--- src/rtl/mul_share_pkg.sv ---
// Shared definitions for the multiplier-sharing arbiter: FSM encoding and
// the width of the settle counter.
package mul_share_pkg;

  localparam logic [1:0] S_IDLE = 2'd0;
  localparam logic [1:0] S_WAIT = 2'd1;
  localparam logic [1:0] S_DONE = 2'd2;

  localparam int CNT_W = 4;

  typedef enum logic [1:0] {
    ST_IDLE = S_IDLE,
    ST_WAIT = S_WAIT,
    ST_DONE = S_DONE
  } state_t;

endpackage

--- src/rtl/Array_MUL_USign.sv ---
// Combinational unsigned array multiplier: one shifted partial-product row
// per bit of b, accumulated down a chain of full-width adders.
module Array_MUL_USign #(
  parameter int N = 8,
  parameter int M = 8
) (
  input  logic [N-1:0]   a,
  input  logic [M-1:0]   b,
  output logic [N+M-1:0] y
);

  logic [N+M-1:0] row_sum [0:M];

  assign row_sum[0] = '0;

  for (genvar j = 0; j < M; j++) begin : g_row
    logic [N+M-1:0] pp;
    assign pp             = (N+M)'(a & {N{b[j]}}) << j;
    assign row_sum[j + 1] = row_sum[j] + pp;
  end

  assign y = row_sum[M];

endmodule

--- src/rtl/mul_share_arbiter.sv ---
// Round-robin sharing of one array multiplier between two requesters; the
// operands are registered and held SETTLE cycles before the product is taken.
module mul_share_arbiter
  import mul_share_pkg::*;
#(
  parameter int N      = 8,
  parameter int M      = 8,
  parameter int SETTLE = 4
) (
  input  logic           clk,
  input  logic           rst,
  input  logic           req0_valid,
  output logic           req0_ready,
  input  logic [N-1:0]   req0_a,
  input  logic [M-1:0]   req0_b,
  input  logic           req1_valid,
  output logic           req1_ready,
  input  logic [N-1:0]   req1_a,
  input  logic [M-1:0]   req1_b,
  output logic           resp0_valid,
  input  logic           resp0_ready,
  output logic           resp1_valid,
  input  logic           resp1_ready,
  output logic [N+M-1:0] resp_y,
  output logic           busy
);

  state_t             state_q, state_d;
  logic               last_grant_q;
  logic               owner_q;
  logic [CNT_W-1:0]   cnt_q;
  logic [N-1:0]       op_a_q;
  logic [M-1:0]       op_b_q;
  logic [N+M-1:0]     resp_y_q;
  logic [N+M-1:0]     product;
  logic               grant_valid;
  logic               grant_id;
  logic               accept;
  logic               done_hs;

  Array_MUL_USign #(.N(N), .M(M)) u_mul (
    .a (op_a_q),
    .b (op_b_q),
    .y (product)
  );

  // On a tie the requester that was not served last wins.
  always_comb begin
    grant_valid = 1'b0;
    grant_id    = 1'b0;
    if (state_q == ST_IDLE) begin
      if (req0_valid && req1_valid) begin
        grant_valid = 1'b1;
        grant_id    = ~last_grant_q;
      end else if (req0_valid) begin
        grant_valid = 1'b1;
      end else if (req1_valid) begin
        grant_valid = 1'b1;
        grant_id    = 1'b1;
      end
    end
  end

  assign accept  = (state_q == ST_IDLE) && grant_valid;
  assign done_hs = (state_q == ST_DONE) && (owner_q ? resp1_ready : resp0_ready);

  always_ff @(posedge clk or posedge rst) begin
    if (rst) state_q <= ST_IDLE;
    else     state_q <= state_d;
  end

  always_comb begin
    state_d     = state_q;
    req0_ready  = 1'b0;
    req1_ready  = 1'b0;
    resp0_valid = 1'b0;
    resp1_valid = 1'b0;
    busy        = 1'b0;
    case (state_q)
      ST_IDLE: begin
        req0_ready = grant_valid && !grant_id;
        req1_ready = grant_valid && grant_id;
        if (grant_valid) state_d = ST_WAIT;
      end
      ST_WAIT: begin
        busy = 1'b1;
        if (cnt_q == '0) state_d = ST_DONE;
      end
      ST_DONE: begin
        busy        = 1'b1;
        resp0_valid = !owner_q;
        resp1_valid = owner_q;
        if (done_hs) state_d = ST_IDLE;
      end
      default: state_d = ST_IDLE;
    endcase
  end

  // Operands are frozen at the accept edge so the multiplier inputs stay
  // stable for the whole settle window; resp_y keeps its value after the hand-off.
  always_ff @(posedge clk or posedge rst) begin
    if (rst) begin
      op_a_q       <= '0;
      op_b_q       <= '0;
      owner_q      <= 1'b0;
      cnt_q        <= '0;
      resp_y_q     <= '0;
      last_grant_q <= 1'b1;
    end else begin
      if (accept) begin
        op_a_q  <= grant_id ? req1_a : req0_a;
        op_b_q  <= grant_id ? req1_b : req0_b;
        owner_q <= grant_id;
        cnt_q   <= CNT_W'(SETTLE - 1);
      end
      if (state_q == ST_WAIT) begin
        if (cnt_q == '0) resp_y_q <= product;
        else             cnt_q    <= cnt_q - CNT_W'(1);
      end
      if (done_hs) last_grant_q <= owner_q;
    end
  end

  assign resp_y = resp_y_q;

endmodule

--- config.mk ---
export PLATFORM = sky130hd
export DESIGN_NAME = mul_share_arbiter
export DESIGN_NICKNAME = d
export VERILOG_FILES = /design/src/rtl/mul_share_pkg.sv /design/src/rtl/Array_MUL_USign.sv /design/src/rtl/mul_share_arbiter.sv
export SDC_FILE = /design/constraint.sdc
export NUM_CORES = 1
export LEC_CHECK = 0
export ABC_AREA = 1
export BUFFER_PORTS_ARGS = -buffer_cell sky130_fd_sc_hd__buf_2
export CAP_MARGIN = 25
export CORE_UTILIZATION = 60
export CTS_BUF_LIST = sky130_fd_sc_hd__clkbuf_4
export CTS_CLUSTER_SIZE = 8
export DETAILED_ROUTE_END_ITERATION = 8
export GPL_TIMING_DRIVEN = 0
export PLACE_DENSITY = 0.81
export SYNTH_ARGS = -nofsm -noshare
export SYNTH_HDL_FRONTEND = slang
export SYNTH_SLANG_ARGS = --single-unit
export TNS_END_PERCENT = 50
--- constraint.sdc ---
create_clock -name clk -period 12.2 [get_ports clk]
set_clock_uncertainty 0.2 [all_clocks]
set_input_delay 0.61 -clock clk [delete_from_list [all_inputs] [get_ports clk]]
set_output_delay 0.61 -clock clk [all_outputs]
set_load 0.02 [all_outputs]
* Word level (Yosys, flattened, before mapping)
Cells that the tools add are included.
** Word-level totals
- Bits in registers :: 40
- Input port bits :: 38
- Output and inout bits :: 21
- Logic and storage cells :: 63
** Cells by class
- Add/sub/neg operators :: 8
- Equality and inequality tests :: 5
- Multiplexer cells :: 22
- Bitwise operators :: 9
- Reduce and logical (&&, ||, !) cells :: 12
** Operators with widths (number)
- 16-bit adder :: 4
- 8-bit bitwise AND :: 8
- 16-bit by 13-bit adder with 16-bit output :: 1
- 16-bit by 14-bit adder with 16-bit output :: 1
- 16-bit by 15-bit adder with 16-bit output :: 1
- 8-bit 2-to-1 mux :: 2
- 1-bit 2-to-1 mux :: 13
- 4-bit 2-to-1 mux :: 3
- 2-bit 2-to-1 mux :: 3
- 2-bit != test (second input constant) :: 3
- 2-bit case mux with 3 select lines :: 1
- 1-bit logical AND :: 5
- 4-bit logical NOT :: 1
- 4-bit by 1-bit subtractor with 4-bit output (second input constant) :: 1
- 3-bit AND reduction :: 1
- 2-bit by 1-bit == test with 1-bit output (second input constant) :: 1
- 2-bit == test (second input constant) :: 1
- 1-bit logical NOT :: 2
- 2-bit logical NOT :: 1
- 2-bit AND reduction :: 1
- 2-bit OR reduction :: 1
- 1-bit inverter :: 1

* Longest topological paths before layout
- Word-level depth :: 8
- Gate-level depth with buffers :: 21
- Mapped depth without buffers :: 20

* Hierarchy
Synthesis repeated with hierarchy kept, for this count alone.
** Second synthesis, totals
- Cell total of the unflattened synthesis :: 597
- Area, all modules :: 4276.6 um2
** Modules (own cells, without submodules)
- Array_MUL_USign :: times used 1, cells each 354, area an instance 2247.2 um2, seq. area each 0.0 um2
- mul_share_arbiter :: times used 1, cells each 243, area an instance 2029.4 um2, seq. area each 1002.2 um2

* Worst setup path after synthesis
Ideal clock, no wire load.
- Path type :: reg-to-reg
- Start :: register op_a_q[2]
- End :: register resp_y_q[12], in the netlist resp_y[12]
- Library setup time :: 0.117 ns
- Arrival time :: 3.808 ns
- Required time :: 11.883 ns
- Slack :: 8.075 ns
- Cell stages (with the launch flop) :: 19
- Buffers on the path :: 1
- Period minus slack after synthesis :: 4.125 ns
- Cell sequence :: dfrtp_1 clkbuf_1 nand2_1 inv_1 fa_1 inv_1 fa_1 inv_1 fa_1 inv_1 fa_1 inv_1 ha_1 a21oi_1 nor2_1 nor2_1 nand3b_1 nand3_1 nand2_1
** On the way
- Longest elaborated chain between the ends :: 8
- Elaborated cells on any way between the ends :: 15
- Those cells by class :: add/sub (7); bitwise (8)
** Ends and longest elaborated chain
- start, declared :: line mul_share_arbiter.sv:32 : logic [N-1:0] op_a_q;
- start signal, assigned :: line mul_share_arbiter.sv:111 : op_a_q <= grant_id ? req1_a : req0_a;
- 8-bit bitwise AND :: line Array_MUL_USign.sv:18 : assign pp = (N+M)'(a & {N{b[j]}}) << j;
- 16-bit adder (4 in a row) :: line Array_MUL_USign.sv:19 : assign row_sum[j + 1] = row_sum[j] + pp;
- 16-bit by 13-bit adder with 16-bit output :: line Array_MUL_USign.sv:19
- 16-bit by 14-bit adder with 16-bit output :: line Array_MUL_USign.sv:19
- 16-bit by 15-bit adder with 16-bit output (*) :: line Array_MUL_USign.sv:19
- end signal, assigned :: line mul_share_arbiter.sv:117 : if (cnt_q == '0) resp_y_q <= product;
- end, declared :: line mul_share_arbiter.sv:34 : logic [N+M-1:0] resp_y_q;
Every way passes the cells marked *; elsewhere a longest branch is shown, timed or not.
A chain may end at the register's enable or synchronous reset.

* Final worst setup path
Same ends and word-level chain as after synthesis.

==> results by group <==
Outcome
  – Status: complete, no violations

Synth
  – Synth Flop Type: dfrtp_1
  – Ys async rst share: 100%
  – Sequential area share after synthesis: 25.2%
  – Post-synth net total: 634
  – Mapped Area: 3970 um^2
  – Post-synth EDFFs: 0
  – Mean Syn Cell Area: 7.60 um^2
  – Post-synth cell types: 31
  – Gate Count Post-Synth: 523
  – Number of synthesized register bits: 40
  – Warnings from Yosys: 0

Run
  – Max-cap violations: 0

Global route
  – Largest net degree at the start of global routing: 41
  – Overflow after GRT: 0
  – First-pass GRT wire length: 14900 um
  – Number of global-route vias before repair: 3376
  – GRT Total Usage: 26.8%
  – Initial antenna violation count: 0

Floorplanning
  – Die area: 6950 um^2
  – Row count: 29
  – Die Span Y: 83.4 um
  – I/O pin count: 59
  – Initial Util: 62.2%
  – Core Region: 6390 um^2
  – Chip Width: 83.4 um

Critical path
  – CP endpoint kind: flip-flop
  – CP Launch Type: flip-flop
  – CP required: 12260 ps
  – CP arrival: 4690 ps
  – Critical Path Fanout Max: 9
  – Crit Path Category: reg -> reg

Clock tree
  – CTS tree: yes
  – CTS-repair resized insts: 0
  – H-tree Lvls: 2
  – Root Driver: clkbuf_4
  – Sink Count: 40
  – Clock Pin Slew Worst Setup and Hold Paths: 140 ps
  – Clk buf depth: 2
  – CTS Buf Count: 5
  – # hold bufs at CTS: 0
  – Postcts setup bufs: 0
  – Clock Latency Late Sink: 380 ps

Hold path
  – Hold WC Path Type: in -> async

STA
  – Unrepaired setup endpoints after global routing: no
  – Max-slew violations: 0
  – Final hold vios: 0
  – Fin crit period: 4630 ps
  – Max Fclk: 216 MHz
  – Max_slew headroom: 44.0%
  – Final setup fails: 0
  – Setup TNS: 0 ps
  – Tightest Pin Transition: 838 ps
  – Tcrit/Tclk final: 37.9%

Route
  – Drt wl/cell: 12.6 um
  – Post-route ant nets: 0
  – DR vias: 3379
  – DRC errors left: 0
  – DRT iter0 DRCs: 140
  – Vias/cell: 5.07
  – Routed wire length: 8400 um
  – Pre-antenna DRT Iters: 4

Placement
  – Routability congestion estimate: 0.899
  – DP Wirelength: 6740 um
  – I/O Buffers: 58

Layout
  – Layout Nets: 699
  – Ant diodes: 0
  – P&R area growth vs syn: 12.9%
  – Share of layout cells above drive strength 1: 16.0%
## worst paths after layout
| kind | start | end | slack, ps | cells after the start |
|---|---|---|---|---|
| setup / recovery | op_a_q[2] | resp_y[12] | 7570 | 18 |
| hold / removal | rst | cnt_q[2] | 180 | 2 |
| setup reg to reg | op_a_q[2] | resp_y[12] | 7570 | 18 |
| hold reg to reg | resp_y[6] | resp_y[6] | 280 | 2 |
| max in group asynchronous | rst | op_b_q[4] | 11080 | 2 |
| min in group clk | resp1_ready | last_grant_q | 240 | 3 |
## cell usage in the layout, fill, tap and decap left out, drive strengths merged
| cell | netlist | layout |
|---|---|---|
| buf | 7 | 65 |
| nand4 | 2 | 2 |
| clkbuf | 16 | 21 |
| fa | 38 | 38 |
| dfrtp | 39 | 39 |
| nand2 | 167 | 167 |
| inv | 112 | 112 |
| or2 | 1 | 1 |
| dfstp | 1 | 1 |
| o31ai | 1 | 1 |
| xnor2 | 3 | 3 |
| nand3 | 20 | 20 |
| nor3 | 2 | 2 |
| a21oi | 29 | 29 |
| bufinv | 0 | 3 |
| nor2 | 27 | 27 |
| xor2 | 3 | 3 |
| ha | 35 | 35 |
| o21ai | 13 | 13 |
| nand3b | 2 | 2 |
| o22ai | 3 | 3 |
| clkinv | 1 | 1 |
| o211ai | 1 | 1 |
## layer usage
layer,up-vias,routed length (um),global-route usage [%]
li1,1684,-,-
met1,1579,3670,32.6
met2,101,4240,47.8
met3,15,339,3.88
met4,0,159,10.3
met5,-,0,0
## final cells by class
type                    count  area, um^2
clock inverters             3        90.1
multi-input cells         347        2430
well taps                  77        96.3
inverters                 113         428
clock buffers               5        37.5
plain buffers              23         114
flip-flops and latches     40        1000
fillers                   509        1900
repair buffers             58         290
## synthesized netlist by cell type, types with 3 or more instances
| master | count | area, um^2 |
|---|---|---|
| a21oi_1 | 23 | 115 |
| clkbuf_1 | 16 | 60.1 |
| o21ai_1 | 5 | 25.0 |
| a21oi_2 | 6 | 52.6 |
| nor2_1 | 26 | 97.6 |
| buf_6 | 3 | 33.8 |
| dfrtp_1 | 39 | 976 |
| xor2_1 | 3 | 26.3 |
| xnor2_1 | 3 | 26.3 |
| inv_1 | 108 | 405 |
| buf_2 | 4 | 20.0 |
| nand2_1 | 166 | 623 |
| inv_2 | 3 | 11.3 |
| ha_1 | 35 | 438 |
| nand3_1 | 19 | 95.1 |
| o21ai_0 | 8 | 40.0 |
| fa_1 | 38 | 761 |
## critical path, cell delays in order (launching register included)
cell and delay (ps):
dfrtp_1 380, clkbuf_1 250, nand2_1 150, inv_1 70, fa_1 540, inv_1 60, fa_1 530, inv_1 50
fa_1 540, inv_1 60, fa_1 530, inv_1 40, ha_1 340, a21oi_1 300, nor2_1 70, nor2_1 140
nand3b_1 90, nand3_1 100, nand2_1 50
## through the flow
step / utilization [%] / cell area (um^2) / cells / setup WS, ps / hold WS [ps]
2_1_floorplan: - / 3970 / 523 / 8070 / 245
3_3_place_gp: 68.3 / 4360 / 658 / 7760 / 249
3_5_place_dp: 68.3 / 4360 / 658 / 7640 / 254
4_1_cts: 70.3 / 4490 / 666 / 7590 / 208
5_1_grt: 70.3 / 4490 / 666 / 7350 / 231
6_report: 70.3 / 4490 / 666 / 7570 / 177
## flip-flops by register name, indices dropped and copies added, names as in the netlist
register,flops
last_grant_q,1
op_b_q,8
owner_q,1
op_a_q,8
state_q,2
cnt_q,4
resp_y,16
## cells by family (layout without fill, tap and decap cells)
group / count (synthesis) / count (layout) / share of synthesized area, %
compound gates: 47 / 47 / 7.27
xor+xnor: 6 / 6 / 1.32
fa+ha+maj: 73 / 73 / 30.2
buf+inv: 136 / 202 / 13.6
flops: 40 / 40 / 25.2
simple gates: 221 / 221 / 22.4
Power is not shown: default switching activity piles up to over one toggle a cycle in this logic, so the estimate is an artifact.
